===== src/rtl/sigmoid_backward_pkg.sv =====
// sigmoid_backward_pkg
//   Fixed-point definitions shared by the forward sigmoid and its backward
//   pass: word widths, the ONE constant, the signed word type and the
//   activation clamp helper.
package sigmoid_backward_pkg;

  localparam int DATA_LEN = 32;            // total word width
  localparam int FRAC_LEN = 16;            // fractional bits
  localparam int UFRAC_W  = FRAC_LEN + 1;  // holds any value in [0, ONE]

  typedef logic signed [DATA_LEN-1:0] fxp_t;
  typedef logic        [UFRAC_W-1:0]  ufrac_t;

  localparam ufrac_t ONE_U = ufrac_t'(1) << FRAC_LEN;
  localparam fxp_t   ONE   = fxp_t'(ONE_U);

  typedef struct packed {
    ufrac_t s_c;      // activation clamped to [0, ONE]
    logic   clamped;  // activation lay outside [0, ONE]
  } clamp_t;

  // A saved activation outside [0, 1.0] can only come from a corrupted
  // store or a rounding excursion; pin it to the nearest legal value.
  function automatic clamp_t clamp_unit(input fxp_t s);
    clamp_t r;
    r.s_c     = s[UFRAC_W-1:0];
    r.clamped = 1'b0;
    if (s < 0) begin
      r.s_c     = '0;
      r.clamped = 1'b1;
    end else if (s > ONE) begin
      r.s_c     = ONE_U;
      r.clamped = 1'b1;
    end
    return r;
  endfunction

endpackage


===== src/rtl/sigmoid_backward_fxp_mul.sv =====
// sigmoid_backward_fxp_mul
//   Registered signed x signed multiply followed by an arithmetic right shift
//   (truncation toward minus infinity) and truncation to O_W bits.
// Ports:
//   clk, reset : clock and synchronous active-high reset (clears the result)
//   en         : stall enable; the result register holds while low
//   a_i, b_i   : signed operands
//   p_o        : registered (a_i * b_i) >>> SHIFT, low O_W bits
module sigmoid_backward_fxp_mul #(
  parameter int A_W   = 32,
  parameter int B_W   = 17,
  parameter int O_W   = 32,
  parameter int SHIFT = 16
) (
  input  logic                  clk,
  input  logic                  reset,
  input  logic                  en,
  input  logic signed [A_W-1:0] a_i,
  input  logic signed [B_W-1:0] b_i,
  output logic signed [O_W-1:0] p_o
);

  localparam int P_W = A_W + B_W;

  logic signed [P_W-1:0] prod;
  logic signed [O_W-1:0] p_d;
  logic signed [O_W-1:0] p_q;

  // Full-width product, so no bits are lost before the shift.
  assign prod = P_W'(a_i) * P_W'(b_i);
  assign p_d  = O_W'(prod >>> SHIFT);

  always_ff @(posedge clk) begin
    if (reset) begin
      p_q <= '0;
    end else if (en) begin
      p_q <= p_d;
    end
  end

  assign p_o = p_q;

endmodule


===== src/rtl/sigmoid_backward.sv =====
// sigmoid_backward
//   Three-stage backward pass of the sigmoid: out_grad = g * s * (1 - s)
//   in the signed fixed-point format of the forward sigmoid.
//     S1: clamp s to [0, ONE], t = ONE - s_c
//     S2: p = (s_c * t) >> FRAC_LEN          (0 <= p <= ONE/4)
//     S3: r = (g * p) >>> FRAC_LEN           (|r| <= |g|/4, never overflows)
// Ports:
//   clk, reset         : clock and synchronous active-high reset
//   in_valid/in_ready  : input handshake for in_act (s) and in_grad (g)
//   out_valid/out_ready: output handshake for out_grad and out_clamp
//   out_clamp          : the activation of this result had to be clamped
module sigmoid_backward
  import sigmoid_backward_pkg::*;
(
  input  logic                clk,
  input  logic                reset,
  input  logic                in_valid,
  output logic                in_ready,
  input  logic [DATA_LEN-1:0] in_act,
  input  logic [DATA_LEN-1:0] in_grad,
  output logic                out_valid,
  input  logic                out_ready,
  output logic [DATA_LEN-1:0] out_grad,
  output logic                out_clamp
);

  // Whole pipeline moves in lockstep: it advances unless a valid result is
  // sitting at the output and is not being taken.
  logic adv;

  clamp_t clamp_d;
  ufrac_t t_d;

  // S1 registers
  logic   v1_q;
  ufrac_t s_c_q;
  ufrac_t t_q;
  fxp_t   g1_q;
  logic   c1_q;

  // S2 registers (p lives inside the S2 multiplier)
  logic   v2_q;
  fxp_t   g2_q;
  logic   c2_q;

  // S3 registers (r lives inside the S3 multiplier)
  logic   v3_q;
  logic   c3_q;

  logic signed [UFRAC_W-1:0] p_w;
  fxp_t                      r_w;

  assign adv      = !v3_q || out_ready;
  assign in_ready = adv;

  always_comb begin
    clamp_d = clamp_unit($signed(in_act));
    t_d     = ONE_U - clamp_d.s_c;
  end

  always_ff @(posedge clk) begin
    if (reset) begin
      v1_q  <= 1'b0;
      s_c_q <= '0;
      t_q   <= '0;
      g1_q  <= '0;
      c1_q  <= 1'b0;
      v2_q  <= 1'b0;
      g2_q  <= '0;
      c2_q  <= 1'b0;
      v3_q  <= 1'b0;
      c3_q  <= 1'b0;
    end else if (adv) begin
      // With adv high in_ready is high, so in_valid alone marks a transfer.
      v1_q  <= in_valid;
      s_c_q <= clamp_d.s_c;
      t_q   <= t_d;
      g1_q  <= $signed(in_grad);
      c1_q  <= clamp_d.clamped;
      v2_q  <= v1_q;
      g2_q  <= g1_q;
      c2_q  <= c1_q;
      v3_q  <= v2_q;
      c3_q  <= c2_q;
    end
  end

  // s_c and t are non-negative; a zero sign bit makes the signed multiplier
  // compute the unsigned product. p <= ONE/4 so its top bit is always zero.
  sigmoid_backward_fxp_mul #(
    .A_W  (UFRAC_W + 1),
    .B_W  (UFRAC_W + 1),
    .O_W  (UFRAC_W),
    .SHIFT(FRAC_LEN)
  ) u_mul_s2 (
    .clk  (clk),
    .reset(reset),
    .en   (adv),
    .a_i  ($signed({1'b0, s_c_q})),
    .b_i  ($signed({1'b0, t_q})),
    .p_o  (p_w)
  );

  sigmoid_backward_fxp_mul #(
    .A_W  (DATA_LEN),
    .B_W  (UFRAC_W),
    .O_W  (DATA_LEN),
    .SHIFT(FRAC_LEN)
  ) u_mul_s3 (
    .clk  (clk),
    .reset(reset),
    .en   (adv),
    .a_i  (g2_q),
    .b_i  (p_w),
    .p_o  (r_w)
  );

  assign out_valid = v3_q;
  assign out_grad  = r_w;
  assign out_clamp = c3_q;

endmodule


===== config.mk =====
export PLATFORM = sky130hd
export DESIGN_NAME = sigmoid_backward
export DESIGN_NICKNAME = d
export VERILOG_FILES = /design/src/rtl/sigmoid_backward_pkg.sv /design/src/rtl/sigmoid_backward_fxp_mul.sv /design/src/rtl/sigmoid_backward.sv
export SDC_FILE = /design/constraint.sdc
export NUM_CORES = 2
export LEC_CHECK = 0
export CELL_PAD_IN_SITES_DETAIL_PLACEMENT = 1
export CELL_PAD_IN_SITES_GLOBAL_PLACEMENT = 2
export CORE_MARGIN = 3
export CORE_UTILIZATION = 44
export CTS_BUF_LIST = sky130_fd_sc_hd__clkbuf_4
export DETAILED_ROUTE_END_ITERATION = 16
export PLACE_DENSITY_LB_ADDON = 0.1
export SLEW_MARGIN = 0
export SYNTH_ARGS = -nofsm -noshare
export SYNTH_HDL_FRONTEND = slang
export SYNTH_SLANG_ARGS = --single-unit

===== constraint.sdc =====
create_clock -name clk -period 12.4 [get_ports clk]
set_input_delay 2.48 -clock clk [delete_from_list [all_inputs] [get_ports clk]]
set_output_delay 2.48 -clock clk [all_outputs]
set_load 0.01 [all_outputs]

==> results.py <==
metrics = {
    "global_routing": {
        "grt_pass1_vias": 28400,
        "overflow": 0,
        "grt_pass1_wl_um": 158000,
        "grt_max_degree": 86,
        "grt_usage_pct": 26.1,
        "antenna_found_initial": 5,
    },
    "layout": {
        "synthToLayoutAreaGrowth_pct": 6.70,
        "layout_commonest_cell": "inv_1",
        "post-route-util_pct": 47.8,
        "n_fill_cell": 8533,
        "final_cell_mix": "807 x inv_1, 741 x nand2_1, 735 x fa_1, 311 x and2_1, 212 x ha_1",
        "final_cells": 4670,
        "regArea_um2": 3050,
        "drive_gt1_share_pct": 3.04,
        "multi_input_area_um2": 25500,
        "fin_nets": 4719,
    },
    "placement": {
        "port_buffers": 102,
        "post-dp-hpwl_um": 75300,
        "place.gp.congestion": 0.876,
        "placed_cells": 4635,
    },
    "sta": {
        "rsz0062_at_grt": "no",
        "fin_crit_sh_pct": 64.2,
        "finalSetupViolCount": 0,
        "hold_viol": 0,
        "clock.fmax_mhz": 126,
        "period_minus_slack_ns": 7.96,
        "slew_headroom_pct": 20.7,
        "slew_violations": 0,
        "finalSetupTns_ns": 0,
        "worstMarginPinSlew_ns": 1.19,
        "skew_ns": 0.0255,
    },
    "drt": {
        "first_iter_violations": 1032,
        "ant_nets": 0,
        "firstDrtPassIters": 5,
        "vias": 24400,
        "routed_via_density": 5.23,
        "totalWireLength_um": 95600,
        "wl_per_cell_um": 20.5,
        "drc": 0,
    },
    "worst_setup_path": {
        "critical_path.cell_chain": "clkinv_1, buf_4, nor2_1, fa_1, fa_1, fa_1, fa_1, fa_1, inv_1, fa_1, inv_1, ha_1, and3_1, nand2_1, a2111o_1, a2111oi_0, o311ai_0, buf_4, o21ai_0, xnor2_1, o21ai_0",
        "reg2reg_setup_slack_ns": 4.44,
        "worstPathRequired_ns": 12.97,
        "critical_path_arrival_ns": 8.53,
        "r2r-end": "u_mul_s3.p_o[26]",
        "max_stage_delay_ns": 0.87,
        "critPathLaunchType": "flip-flop",
        "crit_slowest_cell": "dfxtp_1",
        "cp.buffers_inverters": 5,
        "critPathKind": "flip-flop to flip-flop",
        "worstSetupEndpointType": "flip-flop",
        "crit_cells": 21,
        "critPathMaxFanout": 20,
        "critPathTopFamily": "adder cells",
        "reg2reg_depth": 21,
        "rr_startpoint": "u_mul_s2.p_o[16]",
        "crit_top_cell": "fa_1",
    },
    "clock_tree": {
        "clkSinkCount": 152,
        "h-tree-depth": 4,
        "tritoncts": "yes",
        "post_cts_buffers": 0,
        "clk_pin_slew_worst_paths_ns": 0.16,
        "clk_latency_ns": 0.68,
        "cts_root_buffer": "clkbuf_4",
        "clockBufferDepth": 2,
        "cts_made_buffers": 17,
        "holdBufCountCts": 0,
        "cts.repair.resized": 0,
    },
    "power_and_ir_drop": {
        "power_density_nw_per_um2": 28.5,
        "vdd_ir_drop_max_v": 0.0000434,
        "leakage_nw": 17.2,
    },
    "yosys": {
        "synth_edf_count": 0,
        "ys_ff_latch": 152,
        "ys_seq_area_share_pct": 9.40,
        "synth_cells": 3724,
        "async_flop_share_pct": 0,
        "syn_area_per_cell_um2": 8.69,
        "synth_nets": 4739,
        "post_synth_instance_area_um2": 32400,
        "synth_ff_type": "dfxtp_1",
        "ys_types": 61,
        "yosys_warnings": 0,
    },
    "floorplan": {
        "dieWidth_um": 277,
        "row_count": 98,
        "coreArea_um2": 72200,
        "die_h_um": 277,
        "start_util_pct": 44.8,
        "die_area_um2": 76900,
        "pin_count": 103,
    },
    "hold_path": {
        "hold_path_end": "g2_q[25]",
        "hold_path_class": "flip-flop to flip-flop",
        "hp-start": "g2_q[25]",
        "holdPathStages": 2,
    },
    "run_status": {
        "status": "completed",
    },
    "run": {
        "timing.max_cap.violations": 0,
    },
}
==> synthesized netlist by cell type, types with 3 or more instances <==
cell	instances	area, um2
nand3b_1	3	22.5
clkbuf_1	193	724
nand4_1	12	75.1
o21ai_1	4	20.0
nand3_1	35	175
o21bai_1	4	30.0
or3_1	8	50.1
xor2_1	29	254
fa_1	735	14700
xnor2_1	35	307
a31oi_1	5	31.3
nand2_1	741	2780
nor4_1	7	43.8
a311oi_1	7	61.3
nand4b_1	3	26.3
a211oi_1	12	90.1
o211ai_1	4	30.0
and2_1	311	1950
buf_2	3	15.0
and3_1	8	50.1
nand2b_1	10	62.6
a21oi_1	165	826
nor3_1	14	70.1
mux2i_1	3	30.0
buf_1	5	18.8
a21boi_0	3	22.5
o21ai_0	54	270
nor2_1	56	210
a2111oi_0	3	26.3
o21a_1	6	45.0
or4_4	3	33.8
o31ai_1	3	22.5
a21o_1	24	180
dfxtp_1	152	3040
nor2b_1	6	37.5
ha_1	212	2650
o2111ai_1	3	26.3
or2_2	4	25.0
inv_1	808	3030
==> sequential cells by signal, indices dropped and copies added (netlist names) <==
name,count
u_mul_s2.p_o,17
out_clamp,1
c1_q,1
v1_q,1
c2_q,1
v2_q,1
t_q,16
g1_q,32
g2_q,32
out_valid,1
s_c_q,17
u_mul_s3.p_o,32
==> metrics by stage <==
step	area [um2]	total power [mW]	hold slack, ns	setup WS, ns
3_5_place_dp	34300	0.684	0.447	4.43
4_1_cts	34500	1.01	0.461	4.36
2_1_floorplan	32400	0.599	0.432	5.92
5_1_grt	34500	1.04	0.472	4.05
3_3_place_gp	34300	0.681	0.438	4.58
6_report	34500	0.984	0.462	4.44
==> final cells by class <==
type	instances	share of cell area, %
diodes	3	0.0217
clock buffers	17	0.370
clock inverters	15	0.337
inverters	809	8.80
multi-input cells	2560	73.9
flip-flops and latches	152	8.83
well taps	950	3.44
repair buffers	164	4.30
==> worst reg2reg max path, cell delays in order (launching register included) <==
cell	delay [ns]
dfxtp_1	0.87
clkinv_1	0.56
buf_4	0.39
nor2_1	0.20
fa_1	0.50
fa_1	0.47
fa_1	0.54
fa_1	0.45
fa_1	0.50
inv_1	0.05
fa_1	0.48
inv_1	0.04
ha_1	0.35
and3_1	0.28
nand2_1	0.09
a2111o_1	0.45
a2111oi_0	0.64
o311ai_0	0.20
buf_4	0.19
o21ai_0	0.36
xnor2_1	0.18
o21ai_0	0.10
==> power breakdown <==
group          total (mW)  switching, mW  internal, mW  leakage [nW]
combinational       0.146         0.0883        0.0575          15.8
sequential          0.528         0.0245         0.504          1.24
clock               0.310          0.227        0.0829         0.127
total               0.984          0.340         0.644          17.2
==> metal layers <==
metal / vias to the layer above / routed length (um) / track usage (%)
met2: 474 / 48300 / 46.1
met5: - / 15 / 0
met3: 116 / 3860 / 3.16
met4: 2 / 1970 / 5.58
li1: 10900 / - / -
met1: 12900 / 41400 / 34.5
==> cell families (layout without fill, tap and decap cells) <==
group                    after synthesis  count (layout)  synth area share, %
AND/OR/NAND/NOR                     1229            1229                 17.5
multiplexers                           3               3               0.0928
AO/OA/AOI/OAI                        317             317                 5.79
buffers and inverters               1012            1005                 11.8
XOR/XNOR                              64              64                 1.73
other                                  0               3                    0
flip-flops                           152             152                 9.40
adder cells (fa/ha/maj)              947             947                 53.7
==> how the worst max path moves through the flow <==
stage | start | to | slack, ns
4_1_cts | u_mul_s2.p_o[16] | u_mul_s3.p_o[26] | 4.36
2_1_floorplan | g2_q[7] | u_mul_s3.p_o[26] | 5.92
3_5_place_dp | u_mul_s2.p_o[16] | u_mul_s3.p_o[26] | 4.43
3_3_place_gp | u_mul_s2.p_o[16] | u_mul_s3.p_o[26] | 4.58
6_report | u_mul_s2.p_o[16] | u_mul_s3.p_o[26] | 4.44
5_1_grt | u_mul_s2.p_o[16] | u_mul_s3.p_o[26] | 4.05
No activity file was read; power rests on OpenSTA's default activity.
